--- src/rtl/alu_cmd_issue.sv ---
// rtl/alu_cmd_issue.sv - command FIFO plus operand/result registers around a combinational ALU
//
// Purpose: buffers ALU commands in a DEPTH-entry FIFO, registers the head
// command onto the ALU inputs (stage 1) and captures the ALU result, flags
// and tag into an output register (stage 2). Both sides use valid/ready.
// Optional feature macro: ALU_ISSUE_FWD_EN (adds cmd_fwd, forwards the
// previous command's result into operand A).
//
// Ports:
//   clk, rst                 clock, synchronous active-high reset
//   flush                    synchronous clear of FIFO and both stages
//   cmd_valid/cmd_ready      command handshake; cmd_op/cmd_a/cmd_b/cmd_tag payload
//   cmd_fwd                  (ALU_ISSUE_FWD_EN only) replace A with previous result
//   alu_a/alu_b/alu_ctrl     operand register driving the ALU
//   alu_result, alu_zero, alu_greater, alu_less   from the ALU
//   res_valid/res_ready      result handshake; res_data/res_flags/res_tag payload
//   fifo_count               FIFO occupancy
module alu_cmd_issue #(
    parameter int DEPTH = 4,
    parameter int TAG_W = 4
) (
    input  logic                     clk,
    input  logic                     rst,
    input  logic                     flush,
    input  logic                     cmd_valid,
    output logic                     cmd_ready,
    input  logic [2:0]               cmd_op,
    input  logic [31:0]              cmd_a,
    input  logic [31:0]              cmd_b,
    input  logic [TAG_W-1:0]         cmd_tag,
`ifdef ALU_ISSUE_FWD_EN
    input  logic                     cmd_fwd,
`endif
    output logic [31:0]              alu_a,
    output logic [31:0]              alu_b,
    output logic [2:0]               alu_ctrl,
    input  logic [31:0]              alu_result,
    input  logic                     alu_zero,
    input  logic                     alu_greater,
    input  logic                     alu_less,
    output logic                     res_valid,
    input  logic                     res_ready,
    output logic [31:0]              res_data,
    output logic [2:0]               res_flags,
    output logic [TAG_W-1:0]         res_tag,
    output logic [$clog2(DEPTH):0]   fifo_count
);

    localparam int PTR_W = $clog2(DEPTH);
    localparam int CNT_W = PTR_W + 1;
    localparam int ENT_W = 3 + 32 + 32 + TAG_W;

    // FIFO storage: {op, a, b, tag}
    logic [ENT_W-1:0] mem_q [DEPTH];
    logic [ENT_W-1:0] mem_d [DEPTH];
`ifdef ALU_ISSUE_FWD_EN
    logic             fwd_mem_q [DEPTH];
    logic             fwd_mem_d [DEPTH];
    logic [31:0]      last_result_q, last_result_d;
`endif

    logic [PTR_W-1:0] wr_ptr_q, wr_ptr_d;
    logic [PTR_W-1:0] rd_ptr_q, rd_ptr_d;
    logic [CNT_W-1:0] cnt_q, cnt_d;

    logic             op_valid_q, op_valid_d;
    logic [31:0]      alu_a_q, alu_a_d;
    logic [31:0]      alu_b_q, alu_b_d;
    logic [2:0]       alu_ctrl_q, alu_ctrl_d;
    logic [TAG_W-1:0] op_tag_q, op_tag_d;

    logic             res_valid_q, res_valid_d;
    logic [31:0]      res_data_q, res_data_d;
    logic [2:0]       res_flags_q, res_flags_d;
    logic [TAG_W-1:0] res_tag_q, res_tag_d;

    logic             full, empty, push, op_adv, op_load;
    logic [ENT_W-1:0] head;
    logic [31:0]      head_a;

    always_comb begin
        mem_d = mem_q;
`ifdef ALU_ISSUE_FWD_EN
        fwd_mem_d     = fwd_mem_q;
        last_result_d = last_result_q;
`endif
        wr_ptr_d    = wr_ptr_q;
        rd_ptr_d    = rd_ptr_q;
        cnt_d       = cnt_q;
        op_valid_d  = op_valid_q;
        alu_a_d     = alu_a_q;
        alu_b_d     = alu_b_q;
        alu_ctrl_d  = alu_ctrl_q;
        op_tag_d    = op_tag_q;
        res_valid_d = res_valid_q;
        res_data_d  = res_data_q;
        res_flags_d = res_flags_q;
        res_tag_d   = res_tag_q;

        full      = (cnt_q == CNT_W'(DEPTH));
        empty     = (cnt_q == '0);
        // No pass-through: a full FIFO refuses even if it pops this cycle.
        cmd_ready = !full;
        push      = cmd_valid && cmd_ready;
        op_adv    = op_valid_q && (!res_valid_q || res_ready);
        op_load   = !empty && (!op_valid_q || op_adv);
        head      = mem_q[rd_ptr_q];
        head_a    = head[TAG_W+63:TAG_W+32];
`ifdef ALU_ISSUE_FWD_EN
        // The previous command in program order is either still in the
        // operand register (advancing this edge, so its result is on the
        // ALU now) or already past it, in which case last_result holds it.
        if (fwd_mem_q[rd_ptr_q]) begin
            head_a = op_valid_q ? alu_result : last_result_q;
        end
`endif

        if (flush) begin
            // Control state clears; data registers hold their values and
            // any accept in this cycle is dropped.
            wr_ptr_d    = '0;
            rd_ptr_d    = '0;
            cnt_d       = '0;
            op_valid_d  = 1'b0;
            res_valid_d = 1'b0;
`ifdef ALU_ISSUE_FWD_EN
            last_result_d = '0;
`endif
        end else begin
            if (push) begin
                mem_d[wr_ptr_q] = {cmd_op, cmd_a, cmd_b, cmd_tag};
`ifdef ALU_ISSUE_FWD_EN
                fwd_mem_d[wr_ptr_q] = cmd_fwd;
`endif
                wr_ptr_d = wr_ptr_q + 1'b1;
            end
            if (op_load) begin
                rd_ptr_d   = rd_ptr_q + 1'b1;
                alu_ctrl_d = head[ENT_W-1:ENT_W-3];
                alu_a_d    = head_a;
                alu_b_d    = head[TAG_W+31:TAG_W];
                op_tag_d   = head[TAG_W-1:0];
                op_valid_d = 1'b1;
            end else if (op_adv) begin
                op_valid_d = 1'b0;
            end
            cnt_d = cnt_q + CNT_W'(push) - CNT_W'(op_load);

            if (op_adv) begin
                res_data_d  = alu_result;
                res_flags_d = {alu_greater, alu_less, alu_zero};
                res_tag_d   = op_tag_q;
                res_valid_d = 1'b1;
`ifdef ALU_ISSUE_FWD_EN
                last_result_d = alu_result;
`endif
            end else if (res_ready) begin
                res_valid_d = 1'b0;
            end
        end
    end

    always_ff @(posedge clk) begin
        mem_q <= mem_d;
`ifdef ALU_ISSUE_FWD_EN
        fwd_mem_q <= fwd_mem_d;
`endif
    end

    always_ff @(posedge clk) begin
        if (rst) begin
            wr_ptr_q    <= '0;
            rd_ptr_q    <= '0;
            cnt_q       <= '0;
            op_valid_q  <= 1'b0;
            alu_a_q     <= '0;
            alu_b_q     <= '0;
            alu_ctrl_q  <= '0;
            op_tag_q    <= '0;
            res_valid_q <= 1'b0;
            res_data_q  <= '0;
            res_flags_q <= '0;
            res_tag_q   <= '0;
`ifdef ALU_ISSUE_FWD_EN
            last_result_q <= '0;
`endif
        end else begin
            wr_ptr_q    <= wr_ptr_d;
            rd_ptr_q    <= rd_ptr_d;
            cnt_q       <= cnt_d;
            op_valid_q  <= op_valid_d;
            alu_a_q     <= alu_a_d;
            alu_b_q     <= alu_b_d;
            alu_ctrl_q  <= alu_ctrl_d;
            op_tag_q    <= op_tag_d;
            res_valid_q <= res_valid_d;
            res_data_q  <= res_data_d;
            res_flags_q <= res_flags_d;
            res_tag_q   <= res_tag_d;
`ifdef ALU_ISSUE_FWD_EN
            last_result_q <= last_result_d;
`endif
        end
    end

    assign alu_a      = alu_a_q;
    assign alu_b      = alu_b_q;
    assign alu_ctrl   = alu_ctrl_q;
    assign res_valid  = res_valid_q;
    assign res_data   = res_data_q;
    assign res_flags  = res_flags_q;
    assign res_tag    = res_tag_q;
    assign fifo_count = cnt_q;

endmodule

--- config.mk ---
export PLATFORM = sky130hd
export DESIGN_NAME = alu_cmd_issue
export DESIGN_NICKNAME = d
export VERILOG_FILES = /design/src/rtl/alu_cmd_issue.sv
export SDC_FILE = /design/constraint.sdc
export NUM_CORES = 1
export LEC_CHECK = 0
export ABC_AREA = 1
export CAP_MARGIN = 15
export CORE_MARGIN = 5
export CORE_UTILIZATION = 55
export CTS_CLUSTER_DIAMETER = 150
export CTS_CLUSTER_SIZE = 40
export DETAILED_ROUTE_END_ITERATION = 6
export PLACE_DENSITY = 0.89
export SLEW_MARGIN = 20
export SYNTH_ARGS = -nofsm -noshare
export SYNTH_HDL_FRONTEND = slang
export SYNTH_SLANG_ARGS = --single-unit
--- constraint.sdc ---
create_clock -name clk -period 6.1 [get_ports clk]
set_input_delay 0.61 -clock clk [delete_from_list [all_inputs] [get_ports clk]]
set_output_delay 0.61 -clock clk [all_outputs]
set_load 0.02 [all_outputs]
==> flow_summary_export.csv <==
group,metric,value,unit
floorplanning,die_x,184.1,um
hold_path,hold_path_depth,2,
floorplanning,num_rows,63,
clock_tree,cts_setup_buffers,0,
place,dpl_cell_area,0.01908,sq mm
logic_synthesis,synth_area_leader_cell,"edfxtp_1",
routing,drt-wirelength-per-cell,16.12,um
clock_tree,clk_path_buf_depth,3,
power_and_ir_drop,p_total,6.025,mW
timing,relSlewSlack,0.2453,
logic_synthesis,synth_cell_types,22,
logic_synthesis,synth_ff_type,"edfxtp_1",
power_and_ir_drop,p_per_area,308.2,mW/mm^2
logic_synthesis,synth_top_area_share,0.5114,
logic_synthesis,syn-instance-count,1807,
routing,drt_iter0_markers,878,
hold_path,holdCritPathClass,"flip-flop to flip-flop",
cells_and_area,nFillCells,2222,
floorplanning,initial_core_util,0.5597,
routing,viasPerCell,5.043,
clock_tree,cts_hold_buf,0,
power_and_ir_drop,worst_ir_drop_vdd,0.0003507,V
critical_path,cp-end-kind,"flip-flop",
timing,setup_viol,0,
logic_synthesis,syn-num-nets,1924,
timing,worst_pin_slew,1.132,ns
cells_and_area,area_growth,17.22,%
critical_path,cpMostUsedCell,"nand2_1",
routing,met2_length,19.89,mm
global_route,overflow,0,
run_status,outcome,"finished clean",
floorplanning,die-area,0.03390,sq mm
clock_tree,root_buffer,"clkbuf_16",
routing,dr_total_vias,11968,
routing,ant_nets,0,
place,routabilityCongestion,0.8097,
global_route,grt_usage,0.2192,
power_and_ir_drop,p_leak,8.551,nW
floorplanning,die_y,184.1,um
place,dp_hpwl,24.26,mm
logic_synthesis,synth_edf_count,284,
critical_path,crit_required,6.21,ns
critical_path,cp.buffers_inverters,2,
cells_and_area,multi_input_area,0.003964,sq mm
timing,final_max_slew_viol_count,0,
timing,period_minus_slack,3.077,ns
global_route,grt_first_pass_wirelength,60.27,mm
clock_tree,cts_tree,"done",
logic_synthesis,yosysWarnings,0,
critical_path,cp_slowest_cell,"nor2_4",
logic_synthesis,synth_area,0.01668,sq mm
routing,wl_met1,14.64,mm
global_route,grt_max_degree,87,
critical_path,critical-path-top-delay-family,"simple AND/OR/NAND/NOR gates",
cells_and_area,fin_nets,2089,
critical_path,crit_cells,7,
logic_synthesis,ys_ff_latch,403,
floorplanning,fp.coreArea,0.02980,sq mm
routing,wl_met3,2.648,mm
run,cap_violations,0,
clock_tree,clk_latency,0.53,ns
cells_and_area,fin_util,0.6561,
clock_tree,ctsResizeCount,0,
place,portBuffers,221,
floorplanning,io_pins,222,
clock_tree,cts_sinks,403,
critical_path,start_kind,"flip-flop",
critical_path,cp_max_fo,39,
routing,totalWireLength,38.25,mm
cells_and_area,finish.instance_area,0.01955,sq mm
timing,finalHoldViolations,0,
logic_synthesis,yosys-top-cells-area,"edfxtp_1 (51%), dfxtp_1 (14%), nand2_1 (12%)",
cells_and_area,drive_above_1_share,0.02323,
logic_synthesis,synth_async_sr_flop_share,0,
routing,top_layer_used,"met5",
critical_path,reg2reg_slack,3.02,ns
clock_tree,cts_buffers,14,
global_route,grt_antenna_before_repair,6,
critical_path,cp_slowest_stage_delay,0.88,ns
timing,rsz0062_at_grt,"false",
routing,drcViolationCount,0,
timing,fin_crit_sh,0.5044,
clock_tree,clk_pin_slew,0.15,ns
logic_synthesis,yosysSeqAreaShare,0.6542,
timing,setup_tns,0,ns
timing,whs,0.4724,ns
clock_tree,cts_max_level,1,
critical_path,crit_chain,"nor2_2, nand2_1, nand2_1, inv_1, nand2_1, nor2_4, buf_4",
critical_path,cp.arrival,3.19,ns
cells_and_area,final-seq-area,0.01092,sq mm
routing,firstDrtPassIters,6,
global_route,grt_pass1_vias,12097,
timing,clock_skew,0.06043,ns
critical_path,critPathKind,"flip-flop to flip-flop",
critical_path,reg2regPathDepth,7,
timing,max_freq,325.0,MHz
logic_synthesis,avgSynthCellArea,9.229,sq um
## state kept, by name, summed over array words and instances, names as in the netlist
register and count:
alu_a 32, res_data 32, alu_b 32, mem_q 284, wr_ptr_q 2, op_valid_q 1
res_tag 4, alu_ctrl 3, op_tag_q 4, fifo_count 3, rd_ptr_q 2, res_flags 3
res_valid 1
## area by class of cell
| cell class | count | share of cell area |
|---|---|---|
| antenna | 3 | 0.0003840 |
| clock buffer | 23 | 0.02074 |
| clock inverter | 1 | 0.001536 |
| inverter | 374 | 0.07194 |
| multi-input combinational | 945 | 0.2028 |
| sequential | 403 | 0.5585 |
| tap | 390 | 0.02496 |
| timing repair buffer | 234 | 0.1192 |
## worst register-to-register path, cell delays in order, from the launching register on
cell,delay [ns]
dfxtp_1,0.46
nor2_2,0.08
nand2_1,0.08
nand2_1,0.10
inv_1,0.14
nand2_1,0.26
nor2_4,0.89
buf_4,0.64
## cells by family (layout without fill, tap and decap cells)
| logic type | Yosys count | in the layout | share of synthesized area |
|---|---|---|---|
| buffers and inverters | 459 | 632 | 0.1101 |
| AND/OR/NAND/NOR | 891 | 891 | 0.2159 |
| AO/OA/AOI/OAI | 46 | 46 | 0.01380 |
| flip-flops | 403 | 403 | 0.6542 |
| XOR/XNOR | 2 | 2 | 0.001051 |
| other | 0 | 3 | 0 |
| adder cells (fa/ha/maj) | 6 | 6 | 0.004952 |
## per-stage QoR
stage / cells / worst slack (ns)
after floorplan: 1807 / 1.492
after global placement: 2345 / 2.667
after detailed placement: 2345 / 2.587
after CTS: 2369 / 2.978
after global routing: 2373 / 2.726
final: 2373 / 3.023
## final timing paths
check                                   end          start
worst min-delay path            res_data[0]    res_data[0]
worst min register to register  res_data[0]    res_data[0]
worst max register to register   mem_q[264]  fifo_count[1]
worst max-delay path             mem_q[264]  fifo_count[1]
## cells in the final DEF (no fill, tap or decap), drive strengths merged
cell type,count
a21oi,44
buf,13
clkbuf,23
clkdlybuf4s50,221
clkinv,1
dfxtp,119
diode,3
edfxtp,284
fa,1
ha,5
inv,374
nand2,550
nand3,185
nor2,156
o21ai,2
xnor2,1
xor2,1
## metal layers
layer / vias to the layer above / global-route usage
met4: 6 / 0.06182
met3: 68 / 0.03513
li1: 5842 / -
met1: 5612 / 0.2594
met5: - / 0
met2: 440 / 0.4118
## synthesized netlist by cell type (7+ instances only)
master and count:
a21oi_1 44, inv_1 369, buf_1 7, clkbuf_1 32
nand3_1 183, nor2_1 154, nand2_1 549, dfxtp_1 119
buf_2 30, edfxtp_1 284, buf_4 12
## power by group
group	total [mW]	internal, mW	switching [mW]	leakage (nW)
Sequential	3.28	3.14	0.139	3.55
Clock	1.26	0.477	0.785	0.206
Combinational	1.48	0.577	0.906	4.80
(Power assumes the default switching activity.)
